<file path="config.mk">
export PLATFORM = sky130hd
export DESIGN_NAME = pal_fuse_loader
export DESIGN_NICKNAME = d
export VERILOG_FILES = /design/src/rtl/pal_fuse_loader.sv
export SDC_FILE = /design/constraint.sdc
export NUM_CORES = 1
export LEC_CHECK = 0
export CAP_MARGIN = 15
export CELL_PAD_IN_SITES_DETAIL_PLACEMENT = 2
export CELL_PAD_IN_SITES_GLOBAL_PLACEMENT = 2
export CORE_MARGIN = 1.5
export CORE_UTILIZATION = 45
export DETAILED_ROUTE_END_ITERATION = 7
export GPL_ROUTABILITY_DRIVEN = 0
export PLACE_DENSITY = 0.91
export SETUP_SLACK_MARGIN = 0.2
export SKIP_CTS_REPAIR_TIMING = 1
export SLEW_MARGIN = 20
export SYNTH_ARGS = -nofsm -noshare
export SYNTH_HDL_FRONTEND = slang
export SYNTH_SLANG_ARGS = --single-unit
</file>
<file path="constraint.sdc">
create_clock -name clk -period 38.3 [get_ports clk]
set_input_delay 7.66 -clock clk [delete_from_list [all_inputs] [get_ports clk]]
set_output_delay 7.66 -clock clk [all_outputs]
set_load 0.1 [all_outputs]
</file>
<file path="src/rtl/pal_fuse_loader.sv">
// Field-programmable 4-in/5-out PAL decode block.
//
// A fuse map is shifted in serially over a valid/ready stream, checked
// against a trailing even-parity bit and, if good, committed from a shadow
// register into the active map. The active map drives a programmable
// AND-OR array whose result is registered on out_vec.
//
// Ports:
//   clk, rst     clock (rising edge), asynchronous active-high reset
//   cfg_start    pulse: begin/restart a map load (ignored in CHECK)
//   cfg_valid    cfg_bit carries a fuse or parity bit this cycle
//   cfg_bit      serial fuse/parity bit, fuse index 0 first
//   cfg_ready    loader accepts bits (LOAD state only)
//   cfg_done     one-cycle pulse when a new map is committed
//   cfg_err      sticky parity error, cleared by cfg_start
//   cfg_loaded   an active map exists
//   in_vec       array inputs, in_vec[NIN-1] is A ... in_vec[0] is D
//   out_vec      registered array outputs, out_vec[0] is F1
module pal_fuse_loader #(
    parameter int unsigned NIN  = 4,
    parameter int unsigned NPT  = 15,
    parameter int unsigned NOUT = 5
) (
    input  logic            clk,
    input  logic            rst,
    input  logic            cfg_start,
    input  logic            cfg_valid,
    input  logic            cfg_bit,
    output logic            cfg_ready,
    output logic            cfg_done,
    output logic            cfg_err,
    output logic            cfg_loaded,
    input  logic [NIN-1:0]  in_vec,
    output logic [NOUT-1:0] out_vec
);

    localparam int unsigned AND_BITS = NPT * 2 * NIN;
    localparam int unsigned NFUSE    = AND_BITS + NOUT * NPT;
    localparam int unsigned CW       = $clog2(NFUSE + 1);

    typedef enum logic [1:0] {StIdle, StLoad, StCheck, StRun} state_t;

    state_t           state_q, state_d;
    logic [CW-1:0]    count_q, count_d;
    logic             parity_q, parity_d;
    logic [NFUSE-1:0] shadow_q, shadow_d;
    logic [NFUSE-1:0] active_q, active_d;
    logic             done_q, done_d;
    logic             err_q, err_d;
    logic             loaded_q, loaded_d;
    logic [NOUT-1:0]  out_q;

    logic             xfer;
    logic [NPT-1:0]   term;
    logic [NOUT-1:0]  eval;

    assign cfg_ready  = (state_q == StLoad);
    assign cfg_done   = done_q;
    assign cfg_err    = err_q;
    assign cfg_loaded = loaded_q;
    assign out_vec    = out_q;

    assign xfer = cfg_valid && cfg_ready;

    always_comb begin
        state_d  = state_q;
        count_d  = count_q;
        parity_d = parity_q;
        shadow_d = shadow_q;
        active_d = active_q;
        done_d   = 1'b0;
        err_d    = err_q;
        loaded_d = loaded_q;
        unique case (state_q)
            StIdle, StRun: begin
                if (cfg_start) begin
                    state_d  = StLoad;
                    count_d  = '0;
                    parity_d = 1'b0;
                    err_d    = 1'b0;
                end
            end
            StLoad: begin
                // A restart takes priority over a bit arriving the same cycle.
                if (cfg_start) begin
                    count_d  = '0;
                    parity_d = 1'b0;
                    err_d    = 1'b0;
                end else if (xfer) begin
                    parity_d = parity_q ^ cfg_bit;
                    count_d  = count_q + CW'(1);
                    if (count_q == CW'(NFUSE)) begin
                        state_d = StCheck;
                    end else begin
                        shadow_d[count_q] = cfg_bit;
                    end
                end
            end
            StCheck: begin
                state_d = StRun;
                if (!parity_q) begin
                    active_d = shadow_q;
                    loaded_d = 1'b1;
                    done_d   = 1'b1;
                end else begin
                    err_d = 1'b1;
                end
            end
            default: state_d = StIdle;
        endcase
    end

    // AND plane: an unconnected term is forced low; a term holding both a
    // literal and its complement falls out low naturally.
    always_comb begin
        logic hit;
        term = '0;
        eval = '0;
        for (int p = 0; p < NPT; p++) begin
            hit = |active_q[p*2*NIN +: 2*NIN];
            for (int i = 0; i < NIN; i++) begin
                if (active_q[p*2*NIN + 2*i] && !in_vec[i]) hit = 1'b0;
                if (active_q[p*2*NIN + 2*i + 1] && in_vec[i]) hit = 1'b0;
            end
            term[p] = hit;
        end
        for (int o = 0; o < NOUT; o++) begin
            eval[o] = |(active_q[AND_BITS + o*NPT +: NPT] & term);
        end
    end

    always_ff @(posedge clk or posedge rst) begin
        if (rst) begin
            state_q  <= StIdle;
            count_q  <= '0;
            parity_q <= 1'b0;
            shadow_q <= '0;
            active_q <= '0;
            done_q   <= 1'b0;
            err_q    <= 1'b0;
            loaded_q <= 1'b0;
            out_q    <= '0;
        end else begin
            state_q  <= state_d;
            count_q  <= count_d;
            parity_q <= parity_d;
            shadow_q <= shadow_d;
            active_q <= active_d;
            done_q   <= done_d;
            err_q    <= err_d;
            loaded_q <= loaded_d;
            out_q    <= loaded_q ? eval : '0;
        end
    end

endmodule
</file>
* Word level (Yosys, flattened, before mapping)
Index checks and enable logic that the tools add are counted. W data, S select, Z words.
Word-level totals: bits in registers 409, bits of input ports 9, output and inout bits 9, word-level logic and storage cells 328
Operators by class: $add $sub $neg 1, order comparisons 2, eq/ne operators 11, multiplexer cells 141, bitwise gates (word level) 9, reductions and logical operators 155
Operators with widths (number):
- $bwmux W195 | 1
- $mux W1 | 127
- $logic_and A1 B1 Y1 | 122
- $reduce_or A8 Y1 | 15
- $and A15 B15 Y15 | 5
- $reduce_or A15 Y1 | 5
- $mux W8 | 3
- $pmux W8 S2 | 1
- $lt A8 B9 Y1 const B | 1
- $add A8 B1 Y8 const B | 1
- $demux W1 S8 | 1
- $eq A8 B8 Y1 const B | 1
- $ge A8 B1 Y1 const B | 1
- $mux W2 | 4
- $reduce_and A4 Y1 | 2
- $ne A2 B1 Y1 const B | 3
- $ne A2 B2 Y1 const B | 3
- $pmux W2 S3 | 1
- $mux W5 | 1
- $eq A2 B2 Y1 const B | 2
- $logic_not A1 Y1 | 4
- $pmux W1 S2 | 2
- $reduce_and A2 Y1 | 2
- $ne A3 B2 Y1 const B | 1
- 8 further kinds | 10

* Longest topological paths before layout
Gate-level depths: netlist of the first run.
depth after elaboration 13, depth in mapped cells 8, gate-level depth less buffers 8

* Least setup slack after synthesis of the first run
Ideal clock, no wire load.
path kind input to register, from input cfg_valid, to register shadow_q[130], setup time 0.127 ns, arrival time 8.901 ns, required time 38.173 ns, path slack 29.271 ns, stages on the path 7, buffers on the path 1, cell sequence nor2b_2 nand3b_1 a211oi_2 and2_4 buf_6 nand2_1 mux2_1
On the way: longest elaborated chain between the ends 2
Ends and longest elaborated chain:
- from (decl) | RTL line 27 | input logic cfg_valid,
- $logic_and A1 B1 Y1 | RTL line 63 | assign xfer = cfg_valid && cfg_ready;
- $reduce_and A4 Y1 (no line)
- to (signal assigned) | RTL line 147 | shadow_q <= shadow_d;
- to (decl) | RTL line 46 | logic [NFUSE-1:0] shadow_q, shadow_d;
No other way between the ends. A chain may end at the register's enable or synchronous reset.

* Final worst setup path of the first run
from register state_q[1], to output cfg_ready
On the way: longest elaborated chain between the ends 1
Ends and longest elaborated chain:
- from (decl) | RTL line 43 | state_t state_q, state_d;
- from (signal assigned) | RTL line 134 | state_q <= StIdle;
- from (signal assigned) | RTL line 144 | state_q <= state_d;
- $eq A2 B1 Y1 | RTL line 57 | assign cfg_ready = (state_q == StLoad);
- to (decl) | RTL line 29 | output logic cfg_ready,
No other way between the ends.

==> results of run 1 <==
[how the worst max path moves through the flow]
stage | slack [ns] | end | from
after floorplan | 19.26 | active_q[0] | rst
after global placement | 27.63 | active_q[30] | rst
after detailed placement | 27.60 | active_q[91] | rst
after CTS | 27.95 | cfg_ready | state_q[1]
after global routing | 27.87 | cfg_ready | state_q[1]
final | 28.00 | cfg_ready | state_q[1]
[cell type report]
type                    count  area share [%]
inverters                  15           0.342
clock inverters            22           0.964
well taps                 525            3.27
multi-input cells        1274            36.2
diodes                      1          0.0124
repair buffers             39            1.84
clock buffers              61            6.46
flip-flops and latches    409            50.9
[placed cells by master, fill, tap and decap left out, types with 4 or more instances in the layout]
cell and n:
nand2_1 760, and2_1 4, a211oi_2 6, clkbuf_1 7
nor2_2 4, ha_1 7, or4_1 4, mux2i_1 58
nor4_1 27, nor3_1 4, nor2b_1 8, nor2_1 69
clkbuf_8 7, nand3_1 8, a22oi_1 22, dfrtp_1 409
mux2_2 193, clkinv_2 16, nand2b_1 7, o21ai_0 15
inv_1 13, nand4_1 10, clkdlybuf4s50_1 16, a21oi_1 11
and3_1 4, a211oi_1 4, clkbuf_16 47, buf_4 20
a22o_1 6
[per-stage QoR]
| step | area (sq um) | hold slack, ns | setup slack, ns | total power [mW] |
|---|---|---|---|---|
| final | 20100 | 0.466 | 28.00 | 1.03 |
| after detailed placement | 18600 | 0.455 | 27.60 | 0.579 |
| after global routing | 20100 | 0.500 | 27.87 | 1.06 |
| after global placement | 18600 | 0.440 | 27.63 | 0.572 |
| after CTS | 20100 | 0.467 | 27.95 | 1.03 |
| after floorplan | 18000 | 0.433 | 19.26 | 0.535 |
[registers in the layout, summed over array words and instances (netlist names)]
signal,cells
cfg_done,1
out_vec,5
shadow_q,195
state_q,2
parity_q,1
cfg_loaded,1
cfg_err,1
count_q,8
active_q,195
[per-layer routing]
layer  GRT usage (%)  part of all wire (%)
met5               0                0.0098
met4            18.5                   6.1
met3            6.48                   5.7
met2            59.8                    50
met1            39.5                    38
[cells by family (layout without fill, tap and decap cells)]
group / count (synthesis) / after routing / synth area share [%]
and+or+nand+nor: 932 / 932 / 20.9
DFF: 409 / 409 / 56.8
muxes: 254 / 254 / 15.5
buffers and inverters: 122 / 137 / 3.09
AOI/OAI and AO/OA: 78 / 78 / 3.09
adders and majority gates: 7 / 7 / 0.486
xor gates and xnor gates: 3 / 3 / 0.146
other: 0 / 1 / 0
[critical path: stages, from the launching register on]
cell and delay [ns]:
dfrtp_1 0.39, inv_1 0.10, ha_1 0.37, clkdlybuf4s50_1 1.20
[power groups by stage]
stage / Clock, mW / Combinational, mW / Sequential (mW)
after global routing: 0.475 / 0.140 / 0.444
after floorplan: 0 / 0.0805 / 0.455
final: 0.460 / 0.132 / 0.443
after global placement: 0 / 0.123 / 0.450
after CTS: 0.457 / 0.131 / 0.443
after detailed placement: 0 / 0.128 / 0.451
==> impl_metrics.env, run 1 <==
export IMPL_status="complete, no violations"
export IMPL_synth_edff_count=0
export IMPL_worstSetupStartpointType="flip-flop"
export IMPL_drtIter0Drc=1243
export IMPL_reg2reg_depth=7
export IMPL_die_h_microns=203
export IMPL_drc=0
export IMPL_drive_gt1_share_pct=17.5
export IMPL_cap_violations=0
export IMPL_synth_commonest_cells="nand2_1, dfrtp_1, mux2_2"
export IMPL_syn_area_sq_mm=0.0180
export IMPL_fin_setup_tns_ns=0
export IMPL_yosysMostFrequentCell="nand2_1"
export IMPL_min_to="active_q[190]"
export IMPL_hpwl_microns=38400
export IMPL_grt_max_degree=136
export IMPL_crit_type="reg2out"
export IMPL_fill_cells=4015
export IMPL_dieArea_sq_mm=0.0413
export IMPL_regArea_sq_mm=0.0102
export IMPL_nNetsFinal=1800
export IMPL_multi_input_area_sq_mm=0.00729
export IMPL_cts_buffers=45
export IMPL_yosysUniqueCellTypes=48
export IMPL_reg2reg_from="state_q[0]"
export IMPL_ys_seq_area_share_pct=56.8
export IMPL_ant_nets=0
export IMPL_p_clk_share_pct=44.4
export IMPL_critPathArrivalTime_ns=2.64
export IMPL_final_cells=2346
export IMPL_cellInternalPower_mw=0.716
export IMPL_syn_area_per_cell_sq_um=9.98
export IMPL_power_leakage_nw=10.4
export IMPL_syn_instance_count=1805
export IMPL_switching_power_mw=0.319
export IMPL_routed_wl_microns=71700
export IMPL_timing_final_crit_share_pct=26.9
export IMPL_rows=73
export IMPL_port_buffers=17
export IMPL_grt_pass1_vias=16400
export IMPL_drt_pass1_iterations=6
export IMPL_reg2reg_to="active_q[142]"
export IMPL_critPathRequiredTime_ns=30.64
export IMPL_vias_per_cell=6.12
export IMPL_vias=14400
export IMPL_ir_drop_mv=0.0407
export IMPL_antenna_found_initial=3
export IMPL_dp_cells=2262
export IMPL_finalHoldViolCount=0
export IMPL_min_delay_start="shadow_q[190]"
export IMPL_synth_nets=1821
export IMPL_yosysTopAreaCell="dfrtp_1"
export IMPL_initial_core_util_pct=45.5
export IMPL_synth_top_area_share_pct=56.8
export IMPL_yosys_top_cells_area="dfrtp_1, nand2_1, mux2_2"
export IMPL_finClkSkew_ns=0.0425
export IMPL_clock_sinks=409
export IMPL_tightest_slew_ns=1.29
export IMPL_grt_remaining_overflow=0
export IMPL_seq_power_share_pct=42.8
export IMPL_max_slew_margin_pct=14.2
export IMPL_min_path_cells=2
export IMPL_synthArstFlopShare_pct=100
export IMPL_htree_levels=2
export IMPL_core_area_sq_mm=0.0396
export IMPL_area_growth_pct=11.6
export IMPL_clockRootBuffer="clkbuf_16"
export IMPL_cts_path_max_buffers=3
export IMPL_synth_ff_type="dfrtp_1"
export IMPL_finalCriticalPeriod_ns=10.30
export IMPL_endpoint_kind="output pin"
export IMPL_clock_latency_ns=0.62
export IMPL_wl_per_cell_microns=30.6
export IMPL_min_path_type="reg2reg"
export IMPL_track_usage_pct=34.2
export IMPL_rsz0062_at_grt="false"
export IMPL_ys_seq_elements=409
export IMPL_clock_fmax_mhz=97.1
export IMPL_setup_violations=0
export IMPL_p_sw_share_pct=30.8
export IMPL_pwr_share_comb_pct=12.8
export IMPL_slew_viol_final=0
export IMPL_cts_tree="yes"
export IMPL_clk_pin_slew_ns=0.06
export IMPL_grt_pass1_wl_microns=104000
export IMPL_worstPathMaxFanout=9
export IMPL_cellPowerDensity_mw_per_mm2=51.5
export IMPL_yosys_warnings=0
export IMPL_num_io_pins=18
export IMPL_fp_dieW_microns=203
export IMPL_r2r_slack_ns=34.79
export IMPL_fin_util_pct=50.7
Power figures use the tool's default switching activity.
==> inputs of run 2 (changes only) <==
CORE_UTILIZATION = 42   (was 45)
PLACE_DENSITY = 0.86   (was 0.91)
clock period = 9.9 ns   (was 38.3 ns; I/O delays follow)
==> run 2 against run 1 <==
Sequential cell count is the same. First-iteration DRC count is 41% lower. Largest power group unchanged. Count of clock-buffer cells in the layout is 9 higher. Via count is 6.4% lower. Sequential share of layout area decreased by 0.26 points. Clock skew decreased by 0.017 ns.
==> impl_metrics.env, run 2 (synthesized netlist as in run 1, its figures left out) <==
export IMPL_worst_slack_ns=5.30
export IMPL_critPathMaxStageDelay_ns=1.20
export IMPL_cts_buffers=47
export IMPL_grt_remaining_overflow=0
export IMPL_cts_path_max_buffers=3
export IMPL_htree_levels=2
export IMPL_met2_usage_pct=49.9
export IMPL_hold_ws_ns=0.457
export IMPL_clock_fmax_mhz=217
export IMPL_timing_final_crit_share_pct=46.4
export IMPL_initial_core_util_pct=42.8
export IMPL_cellPowerDensity_mw_per_mm2=199
export IMPL_endpoint_kind="output pin"
export IMPL_final_cells=2360
export IMPL_max_slew_margin_pct=21.4
export IMPL_clk_pin_slew_ns=0.06
export IMPL_core_area_sq_mm=0.0421
export IMPL_final_common_cell="nand2_1"
export IMPL_setup_violations=0
export IMPL_min_delay_start="shadow_q[47]"
export IMPL_finalHoldViolCount=0
export IMPL_drtIter0Drc=729
export IMPL_place_area_sq_mm=0.0186
export IMPL_nNetsFinal=1802
export IMPL_finClkSkew_ns=0.0255
export IMPL_reg2reg_from="state_q[0]"
export IMPL_min_path_type="reg2reg"
export IMPL_use_met1_pct=34.5
export IMPL_grt_max_degree=177
export IMPL_fin_area_sq_mm=0.0202
export IMPL_drt_pass1_iterations=4
export IMPL_critPathArrivalTime_ns=2.62
export IMPL_power_leakage_nw=10.4
export IMPL_dieArea_sq_mm=0.0442
export IMPL_track_usage_pct=28.3
export IMPL_die_h_microns=210
export IMPL_rows=75
export IMPL_critPathRequiredTime_ns=7.92
export IMPL_antenna_found_initial=0
export IMPL_grt_pass1_wl_microns=94400
export IMPL_fp_dieW_microns=210
export IMPL_vias=13400
export IMPL_r2r_slack_ns=6.36
export IMPL_cap_violations=0
export IMPL_status="complete, no violations"
export IMPL_largestRegisters="active_q x195, shadow_q x195, count_q x8"
export IMPL_slowest_stage="clkdlybuf4s50_1"
export IMPL_num_io_pins=18
export IMPL_drive_gt1_share_pct=17.2
export IMPL_top_usage_layer="met2"
export IMPL_path_cells="inv_1 > ha_1 > clkdlybuf4s50_1"
export IMPL_clock_latency_ns=0.60
export IMPL_cts_tree="yes"
export IMPL_slew_viol_final=0
export IMPL_clock_sinks=409
export IMPL_ant_nets=0
export IMPL_tightest_slew_ns=1.17
export IMPL_port_buffers=17
export IMPL_dp_cells=2275
export IMPL_total_power_mw=4.02
export IMPL_diodes=0
export IMPL_final_cell_mix="nand2_1, dfrtp_1, mux2_2"
export IMPL_finalCriticalPeriod_ns=4.60
export IMPL_crit_family="buffers and inverters"
export IMPL_pre_cts_ws_ns=5.14
export IMPL_crit_buf_inv=2
export IMPL_area_growth_pct=12.2
export IMPL_worstPathMaxFanout=9
export IMPL_wl_per_cell_microns=25.6
export IMPL_grt_pass1_vias=15700
export IMPL_hpwl_microns=36200
export IMPL_crit_type="reg2out"
export IMPL_rsz0062_at_grt="false"
export IMPL_worstSetupStartpointType="flip-flop"
export IMPL_grtUsageMet3_pct=5.21
export IMPL_critPathLaunch="state_q[1]"
export IMPL_fin_util_pct=48.0
export IMPL_ir_drop_mv=0.173
export IMPL_vias_per_cell=5.69
export IMPL_drc=0
export IMPL_clockRootBuffer="clkbuf_16"
export IMPL_fin_setup_tns_ns=0
export IMPL_routed_wl_microns=60500
-- run 2: power by group --
part	switching, mW	internal [mW]
clock network	0.732	1.08
logic	0.414	0.0733
registers	0.0199	1.70
-- run 2: worst paths after layout --
| check | cells after the start | to |
|---|---|---|
| setup / recovery | 3 | cfg_ready |
| hold / removal | 2 | active_q[47] |
| setup reg to reg | 7 | active_q[132] |
| hold reg to reg | 2 | active_q[47] |
| max in group asynchronous | 5 | active_q[182] |
| min in group asynchronous | 2 | shadow_q[21] |
-- run 2: worst min-delay path, stage by stage, from the launching register on --
cell     delay, ns
dfrtp_1       0.34
nand2_1       0.06
nand2_1       0.05
-- run 2: cell type report --
cell class,instances,area (sq um)
Multi-Input combinational cell,1274,7290
Clock buffer,70,1400
Sequential cell,409,10200
Tap cell,539,674
Clock inverter,14,188
Inverter,15,65.1
Fill cell,4285,21900
Timing Repair Buffer,39,362
-- run 2: layer usage --
layer	vias up	wire length [microns]
li1	5854	-
met1	7173	25100
met2	280	30800
met3	132	2660
met4	0	1980
met5	-	0
